<file path="src/rtl/calc_display_driver.sv">
// calc_display_driver: sequential double-dabble binary-to-BCD plus an 8-digit multiplexed 7-segment scan.
// Optional feature: define DISP_SIGNED_EN to treat value as two's complement with a '-' sign digit.
module calc_display_driver #(
    parameter int unsigned REFRESH_DIV = 100_000,
    parameter bit          BLANK_LZ    = 1'b1
) (
    input  logic        clk,
    input  logic        clr_n,
    input  logic        en,
    input  logic [31:0] value,
    output logic [6:0]  seg,
    output logic        dp,
    output logic [7:0]  an,
    output logic        busy
);
    // state | meaning
    // IDLE  | digits stable; start when value differs from last_value or force is set
    // LOAD  | capture operand into shift register, clear BCD scratch
    // SHIFT | 32 add-3/shift steps
    // DONE  | commit digits (or error pattern), update last_value, clear force
    typedef enum logic [1:0] {IDLE, LOAD, SHIFT, DONE} state_t;

    localparam int         RW        = (REFRESH_DIV > 2) ? $clog2(REFRESH_DIV) : 1;
    localparam logic [3:0] CODE_DASH = 4'hA;

    state_t        state_q, state_d;
    logic [31:0]   shreg_q, shreg_d;
    logic [31:0]   cap_q, cap_d;
    logic [31:0]   last_q, last_d;
    logic [31:0]   digits_q, digits_d;
    logic [39:0]   bcd_q, bcd_d, bcd_adj;
    logic [4:0]    cnt_q, cnt_d;
    logic          force_q, force_d;
    logic [31:0]   result;
    logic          ovf;
    logic [RW-1:0] ref_q;
    logic [2:0]    idx_q;
    logic [7:0]    an_q;
    logic [6:0]    seg_q;
    logic [7:0]    blank;
    logic          allz;
    logic [3:0]    sel;
`ifdef DISP_SIGNED_EN
    logic          neg_q, neg_d;
    logic [2:0]    top;
`endif

    function automatic logic [6:0] seg_decode(input logic [3:0] c);
        case (c)
            4'd0:    seg_decode = 7'b1000000;
            4'd1:    seg_decode = 7'b1111001;
            4'd2:    seg_decode = 7'b0100100;
            4'd3:    seg_decode = 7'b0110000;
            4'd4:    seg_decode = 7'b0011001;
            4'd5:    seg_decode = 7'b0010010;
            4'd6:    seg_decode = 7'b0000010;
            4'd7:    seg_decode = 7'b1111000;
            4'd8:    seg_decode = 7'b0000000;
            4'd9:    seg_decode = 7'b0010000;
            4'hA:    seg_decode = 7'b0111111;
            default: seg_decode = 7'b1111111;
        endcase
    endfunction

    always_comb begin
        bcd_adj = bcd_q;
        for (int i = 0; i < 10; i++) begin
            if (bcd_q[4*i +: 4] >= 4'd5) bcd_adj[4*i +: 4] = bcd_q[4*i +: 4] + 4'd3;
        end
    end

    // Final digit codes; the sign dash sits just left of the highest nonzero digit.
    always_comb begin
        result = bcd_q[31:0];
`ifdef DISP_SIGNED_EN
        ovf = |bcd_q[39:28];
        top = 3'd0;
        for (int i = 0; i < 7; i++) begin
            if (bcd_q[4*i +: 4] != 4'd0) top = 3'(i);
        end
        if (neg_q) begin
            for (int i = 0; i < 7; i++) begin
                if (top == 3'(i)) result[4*(i+1) +: 4] = CODE_DASH;
            end
        end
`else
        ovf = |bcd_q[39:32];
`endif
        if (ovf) result = {8{CODE_DASH}};
    end

    always_comb begin
        state_d  = state_q;
        shreg_d  = shreg_q;
        bcd_d    = bcd_q;
        cap_d    = cap_q;
        last_d   = last_q;
        digits_d = digits_q;
        cnt_d    = cnt_q;
        force_d  = force_q;
`ifdef DISP_SIGNED_EN
        neg_d    = neg_q;
`endif
        case (state_q)
            IDLE: begin
                if (value != last_q || force_q) state_d = LOAD;
            end
            LOAD: begin
                cap_d = value;
`ifdef DISP_SIGNED_EN
                neg_d   = value[31];
                shreg_d = value[31] ? (~value + 32'd1) : value;
`else
                shreg_d = value;
`endif
                bcd_d   = '0;
                cnt_d   = 5'd31;
                state_d = SHIFT;
            end
            SHIFT: begin
                {bcd_d, shreg_d} = {bcd_adj, shreg_q} << 1;
                cnt_d = cnt_q - 5'd1;
                if (cnt_q == 5'd0) state_d = DONE;
            end
            DONE: begin
                digits_d = result;
                last_d   = cap_q;
                force_d  = 1'b0;
                state_d  = IDLE;
            end
            default: state_d = IDLE;
        endcase
    end

    always_ff @(posedge clk or negedge clr_n) begin
        if (!clr_n) begin
            state_q  <= IDLE;
            shreg_q  <= '0;
            bcd_q    <= '0;
            cap_q    <= '0;
            last_q   <= '0;
            digits_q <= '0;
            cnt_q    <= '0;
            force_q  <= 1'b1;
`ifdef DISP_SIGNED_EN
            neg_q    <= 1'b0;
`endif
        end else begin
            state_q  <= state_d;
            shreg_q  <= shreg_d;
            bcd_q    <= bcd_d;
            cap_q    <= cap_d;
            last_q   <= last_d;
            digits_q <= digits_d;
            cnt_q    <= cnt_d;
            force_q  <= force_d;
`ifdef DISP_SIGNED_EN
            neg_q    <= neg_d;
`endif
        end
    end

    always_comb begin
        allz = 1'b1;
        for (int i = 7; i >= 0; i--) begin
            allz     = allz && (digits_q[4*i +: 4] == 4'd0);
            blank[i] = BLANK_LZ && allz && (i != 0);
        end
    end

    assign sel = digits_q[{idx_q, 2'b00} +: 4];

    always_ff @(posedge clk or negedge clr_n) begin
        if (!clr_n) begin
            ref_q <= '0;
            idx_q <= '0;
            an_q  <= 8'hFF;
            seg_q <= 7'h7F;
        end else begin
            if (ref_q == RW'(REFRESH_DIV - 1)) begin
                ref_q <= '0;
                idx_q <= idx_q + 3'd1;
            end else begin
                ref_q <= ref_q + 1'b1;
            end
            an_q  <= en ? ~(8'b1 << idx_q) : 8'hFF;
            seg_q <= (en && !blank[idx_q]) ? seg_decode(sel) : 7'h7F;
        end
    end

    assign an   = an_q;
    assign seg  = seg_q;
    assign dp   = 1'b1;
    assign busy = (state_q != IDLE);

endmodule
</file>
<file path="config.mk">
export PLATFORM = sky130hd
export DESIGN_NAME = calc_display_driver
export DESIGN_NICKNAME = d
export VERILOG_FILES = /design/src/rtl/calc_display_driver.sv
export SDC_FILE = /design/constraint.sdc
export NUM_CORES = 1
export LEC_CHECK = 0
export ABC_CLOCK_PERIOD_IN_PS = 3200
export CAP_MARGIN = 20
export CORE_MARGIN = 10
export CORE_UTILIZATION = 45
export CTS_BUF_LIST = sky130_fd_sc_hd__clkbuf_4 sky130_fd_sc_hd__clkbuf_8
export CTS_CLUSTER_SIZE = 12
export DETAILED_ROUTE_END_ITERATION = 10
export GPL_ROUTABILITY_DRIVEN = 0
export HOLD_SLACK_MARGIN = 0.06
export PLACE_DENSITY_LB_ADDON = 0.15
export SKIP_LAST_GASP = 1
export SYNTH_ARGS = -nofsm -noshare
export SYNTH_HDL_FRONTEND = slang
export SYNTH_SLANG_ARGS = --single-unit
export TNS_END_PERCENT = 10
</file>
<file path="constraint.sdc">
create_clock -name clk -period 3.2 [get_ports clk]
set_input_delay 0.8 -clock clk [delete_from_list [all_inputs] [get_ports clk]]
set_output_delay 0.8 -clock clk [all_outputs]
set_load 0.005 [all_outputs]
</file>
Word-level counts from Yosys, hierarchy flattened
Memory sizes are Yosys's and may differ from the RTL's.
Cells that the tools add are included.
- reduce and logical (&&, ||, !) cells: 22
- magnitude comparators: 11
- shift operators: 2
- bitwise gates (word level): 1
- equality and inequality tests: 7
- $add $sub $neg: 13
- muxes and demuxes: 22
- operators by type and width (cell ; count):
    40-bit case mux with 2 select lines ; 1
    32-bit case mux with 2 select lines ; 1
    4-bit by 3-bit >= comparator with 1-bit output, second input constant ; 10
    4-bit by 2-bit adder with 4-bit output, second input constant ; 9
    4-bit two-way mux ; 9
    32-bit two-way mux ; 1
    32-bit != test ; 1
    32-bit by 6-bit indexed part select with 4-bit output ; 1
    4-bit logical NOT ; 7
    17-bit by 1-bit adder with 17-bit output, second input constant ; 1
    17-bit == test, second input constant ; 1
    17-bit two-way mux ; 1
    5-bit case mux with 2 select lines ; 1
    8-bit two-way mux ; 1
    8-bit NOT ; 1
    2-bit case mux with 4 select lines ; 1
    8-bit OR reduction ; 1
    1-bit by 3-bit << shifter with 8-bit output, first input constant ; 1
    1-bit logical AND ; 7
    7-bit two-way mux ; 1
    5-bit logical NOT ; 1
    5-bit by 1-bit subtractor with 5-bit output, second input constant ; 1
    2-bit == test, second input constant ; 2
    3-bit by 4-bit less-than comparator with 1-bit output, second input constant ; 1
    13 further kinds ; 16
- register bits: 211
- memory bits (read-only): 112
- output and inout bits: 17
- memories kept: 1
- input port bits: 35
- memory list (name ; depth ; bits a word ; read ports ; clocked after memory_dff ; write ports ; RTL line ; source):
    (name not given) ; 16 ; 7 ; 1 ; 0 ; 0 ; 49 ; case (c)

Longest topological paths before layout
- word-level depth: 12
- gate-level depth with buffers: 10

Least setup slack after synthesis
No wires, ideal clock.
- path kind: register to register
- start: register idx_q[1]
- end: register seg_q[0], in the netlist seg[0]
- buffers on the path: 2
- required time: 3.098 ns
- cell stages (with the launch flop): 10
- setup time: 0.102 ns
- data arrival time: 1.914 ns
- path slack: 1.184 ns
- period minus slack after synthesis: 2.016 ns
- cells stage by stage: dfrtp_1 -> buf_6 -> buf_12 -> mux2i_1 -> mux4_2 -> ha_1 -> inv_1 -> mux2i_4 -> o22ai_1 -> nand3_1
- longest elaborated chain between the ends: 5
- ends and longest elaborated chain (item ; RTL line ; source):
    start: declaration ; 37 ; logic [2:0] idx_q;
    start signal: assignment ; 182 ; idx_q <= idx_q + 3'd1;
    parallel branches: the longest is 4 deep, another holds memory 16 x 7 bit ; - ;
    7-bit two-way mux * ; 187 ; seg_q <= (en && !blank[idx_q]) ? seg_decode(sel) : 7'h7F;
    end signal: assignment ; 187 ;
    end: declaration ; 39 ; logic [6:0] seg_q;
Mark *: on every way between the ends. The select of a mux whose other input is x is not followed.
A chain may end at the register's enable or synchronous reset.

Worst setup path after layout
- start: register state_q[0]
- end: output port busy
- longest elaborated chain between the ends: 1
- ends and longest elaborated chain (item ; RTL line ; source):
    start: declaration ; 26 ; state_t state_q, state_d;
    start signal: assignment ; 149 ; state_q <= state_d;
    2-bit nonzero test ; 194 ; assign busy = (state_q != IDLE);
    end: declaration ; 14 ; output logic busy
Every way passes these cells.

==> run_results.csv <==
group,metric,value,unit
layout,postLayoutCoreUtil,53.7,%
pwr,p_seq_share,41.6,%
route,routedWlPerCell,15.8,µm
grt,grt_pass1_vias,6771,
pwr,powerDensity,809,nW/µm²
synthesis,synth.avg_cell_area,10.9,µm²
critical_path,path_class,"reg2out",
die,floorplan.initialDensity,46.2,%
pwr,pwr-share-comb,30.0,%
sta,hold_viol,0,
die,rows,54,
sta,fmax,369,MHz
route,drc,0,
clock_network,numCtsBuffers,39,
critical_path,crit_path_top_delay_cell,"clkdlybuf4s50_1",
critical_path,worstSetupEndpointType,"output pin",
die,pin_count,52,
clock_network,cts_root_buf,"clkbuf_8",
layout,drive_above_1_share,11.4,%
clock_network,cts_buffer_depth,3,
sta,grt_setup_unrepaired,"no",
layout,layout.nets,1061,
clock_network,cts.sinks,211,
placement,placed_area,11000,µm²
grt,antenna_found_initial,0,
route,drt_pass1_iterations,6,
clock_network,ctsResizeCount,0,
sta,tightest_slew,0.823,ns
clock_network,cts_hold_buffers,0,
clock_network,clkLatencyLatePin,0.53,ns
flow_run,max_cap_violations,0,
placement,dp_hpwl,13700,µm
pwr,ir_drop,0.000387,V
synthesis,yosysMostFrequentCell,"dfrtp_1",
sta,final.setup.worst_slack,0.488,ns
placement,post-place-ws,0.587,ns
layout,final_area,11800,µm²
critical_path,crit_fanout,4,
layout,area_delta_synth_final,16.2,%
synthesis,syn_area,10200,µm²
synthesis,ys_types,48,
synthesis,yosysSeqAreaShare,52.1,%
grt,grt_pass1_wl,34800,µm
sta,min_period,2.71,ns
synthesis,synthFlopType,"dfrtp_1",
synthesis,yosysTopAreaCellShare,48.0,%
synthesis,synth_commonest_cells,"dfrtp_1 (195), nor2_1 (89), a21oi_1 (72)",
grt,grt_max_degree,88,
pwr,p_sw_share,32.9,%
layout,fill_cells,1978,
grt,overflow,0,
pwr,internal_power,0.00642,W
pwr,power_frac_clock,28.4,%
critical_path,cp.required,2.40,ns
synthesis,synthesis.nets,1006,
route,num_vias,6759,
synthesis,ys_async_sr_fraction,100,%
clock_network,cts_tree,"yes",
clock_network,postCtsSetupBuffers,0,
clock_network,clk_pin_slew,0.05,ns
critical_path,r2r_slack,0.78,ns
sta,setup_violations,0,
outcome,outcome,"complete, no violations",
pwr,p_sw,0.00315,W
layout,diodes,0,
route,viasPerCell,5.22,
die,coreArea,22000,µm²
synthesis,syn_inst,931,
die,dieHeight,170,µm
critical_path,path_cells,"inv_1 -> ha_4 -> inv_1 -> clkdlybuf4s50_1",
sta,setup_tns,0,ns
die,dieArea,29000,µm²
route,wl,20500,µm
critical_path,cpPeakStageDelay,0.53,ns
synthesis,ys_top_cells_by_area,"dfrtp_1 (48%), mux2_1 (7.1%), xnor2_1 (5.1%), ha_1 (4.9%), mux2i_1 (4.5%)",
clock_network,htree_levels,2,
sta,skew,0.0208,ns
placement,io_buffers,50,
pwr,leakagePower,5.24,nW
route,drt_iter0_markers,333,
grt,grt_use_total,14.5,%
synthesis,synth_edf_count,0,
critical_path,worst_path_most_repeated_cell,"inv_1",
critical_path,crit_path_start_kind,"flop",
critical_path,arrival,1.91,ns
synthesis,synth-warning-count,0,
sta,slew_viol_final,0,
die,die-width,170,µm
sta,timing.hold.ws,0.236,ns
route,drtAntennaViolNets,0,
sta,fin_crit_sh,84.8,%
sta,relSlewSlack,45.1,%
worst_hold_path,hold_path.class,"in2async",
synthesis,ys_ff_latch,211,
synthesis,synth_top_cell_by_area,"dfrtp_1",
cell usage in the layout, fill, tap and decap left out, drive strengths merged, types with 10 or more instances in the layout:
cell / netlist / routed
o21ai: 16 / 16
ha: 40 / 40
nand2: 34 / 34
nor3: 13 / 13
nand4: 11 / 11
o22ai: 50 / 50
a21oi: 72 / 72
nor2: 90 / 90
inv: 71 / 72
nand2b: 12 / 12
dfrtp: 195 / 195
clkbuf: 31 / 63
nand3: 22 / 22
buf: 18 / 14
mux2i: 47 / 47
dfstp: 16 / 16
a31oi: 14 / 14
nor4: 10 / 10
mux2: 67 / 67
xnor2: 59 / 59
clkdlybuf4s50: 0 / 49
power by group through the flow:
stage,logic (W),registers (W),clock network [W]
after floorplan,0.00219,0.00386,0
after global placement,0.00287,0.00401,0
after detailed placement,0.00292,0.00402,0
after CTS,0.00292,0.00398,0.00281
after global routing,0.00324,0.00408,0.00295
final,0.00287,0.00398,0.00272
cells by family after synthesis:
logic type	after synthesis	share of synthesized area, %
xor gates and xnor gates	68	5.85
DFF	211	52.1
and+or+nand+nor	204	9.13
other	1	0.0369
buffers and inverters	120	4.98
adders and majority gates	40	4.92
AOI/OAI and AO/OA	168	9.67
muxes	119	13.3
layout make-up:
| type | count | area [µm²] | area share, % |
|---|---|---|---|
| clock inverter | 7 | 43.8 | 0.370 |
| inverter | 71 | 267 | 2.25 |
| timing repair buffer | 63 | 666 | 5.63 |
| clock buffer | 63 | 805 | 6.80 |
| sequential | 211 | 5300 | 44.8 |
| multi-input combinational | 600 | 4390 | 37.2 |
| tap | 280 | 350 | 2.96 |
worst max-delay path: cells and delay by family (launching register included):
family / cells / cell delay [ns]
flip-flops: 1 / 0.44
buffers and inverters: 3 / 0.77
adder cells (fa/ha/maj): 1 / 0.18
metrics by stage:
| stage | power [W] | std cells |
|---|---|---|
| 2_1_floorplan | 0.00605 | 931 |
| 3_3_place_gp | 0.00688 | 1225 |
| 3_5_place_dp | 0.00693 | 1225 |
| 4_1_cts | 0.00971 | 1295 |
| 5_1_grt | 0.0103 | 1295 |
| 6_report | 0.00957 | 1295 |
registers in the layout, summed over array words and instances (netlist names):
name,cells
seg,7
state_q,2
last_q,32
cnt_q,5
idx_q,3
cap_q,32
force_q,1
shreg_q,32
digits_q,32
ref_q,17
an,8
bcd_q,40
path summary, 6_finish.rpt:
kind	cells past startpoint	from	to
setup / recovery	4	state_q[0]	busy
hold / removal	1	clr_n	digits_q[9]
setup reg to reg	7	idx_q[1]	seg[0]
hold reg to reg	1	cap_q[5]	cap_q[5]
max in group asynchronous	2	clr_n	force_q
min in group clk	1	cap_q[5]	cap_q[5]
metal layers:
layer	track usage, %	up-vias	share of wire [%]
met1	19.7	3286	49
met3	3.31	31	3.7
met2	22.6	99	45
met5	0	-	0
li1	-	3343	-
met4	4.23	0	1.7
Note: power is estimated with default switching activity, not from simulation.
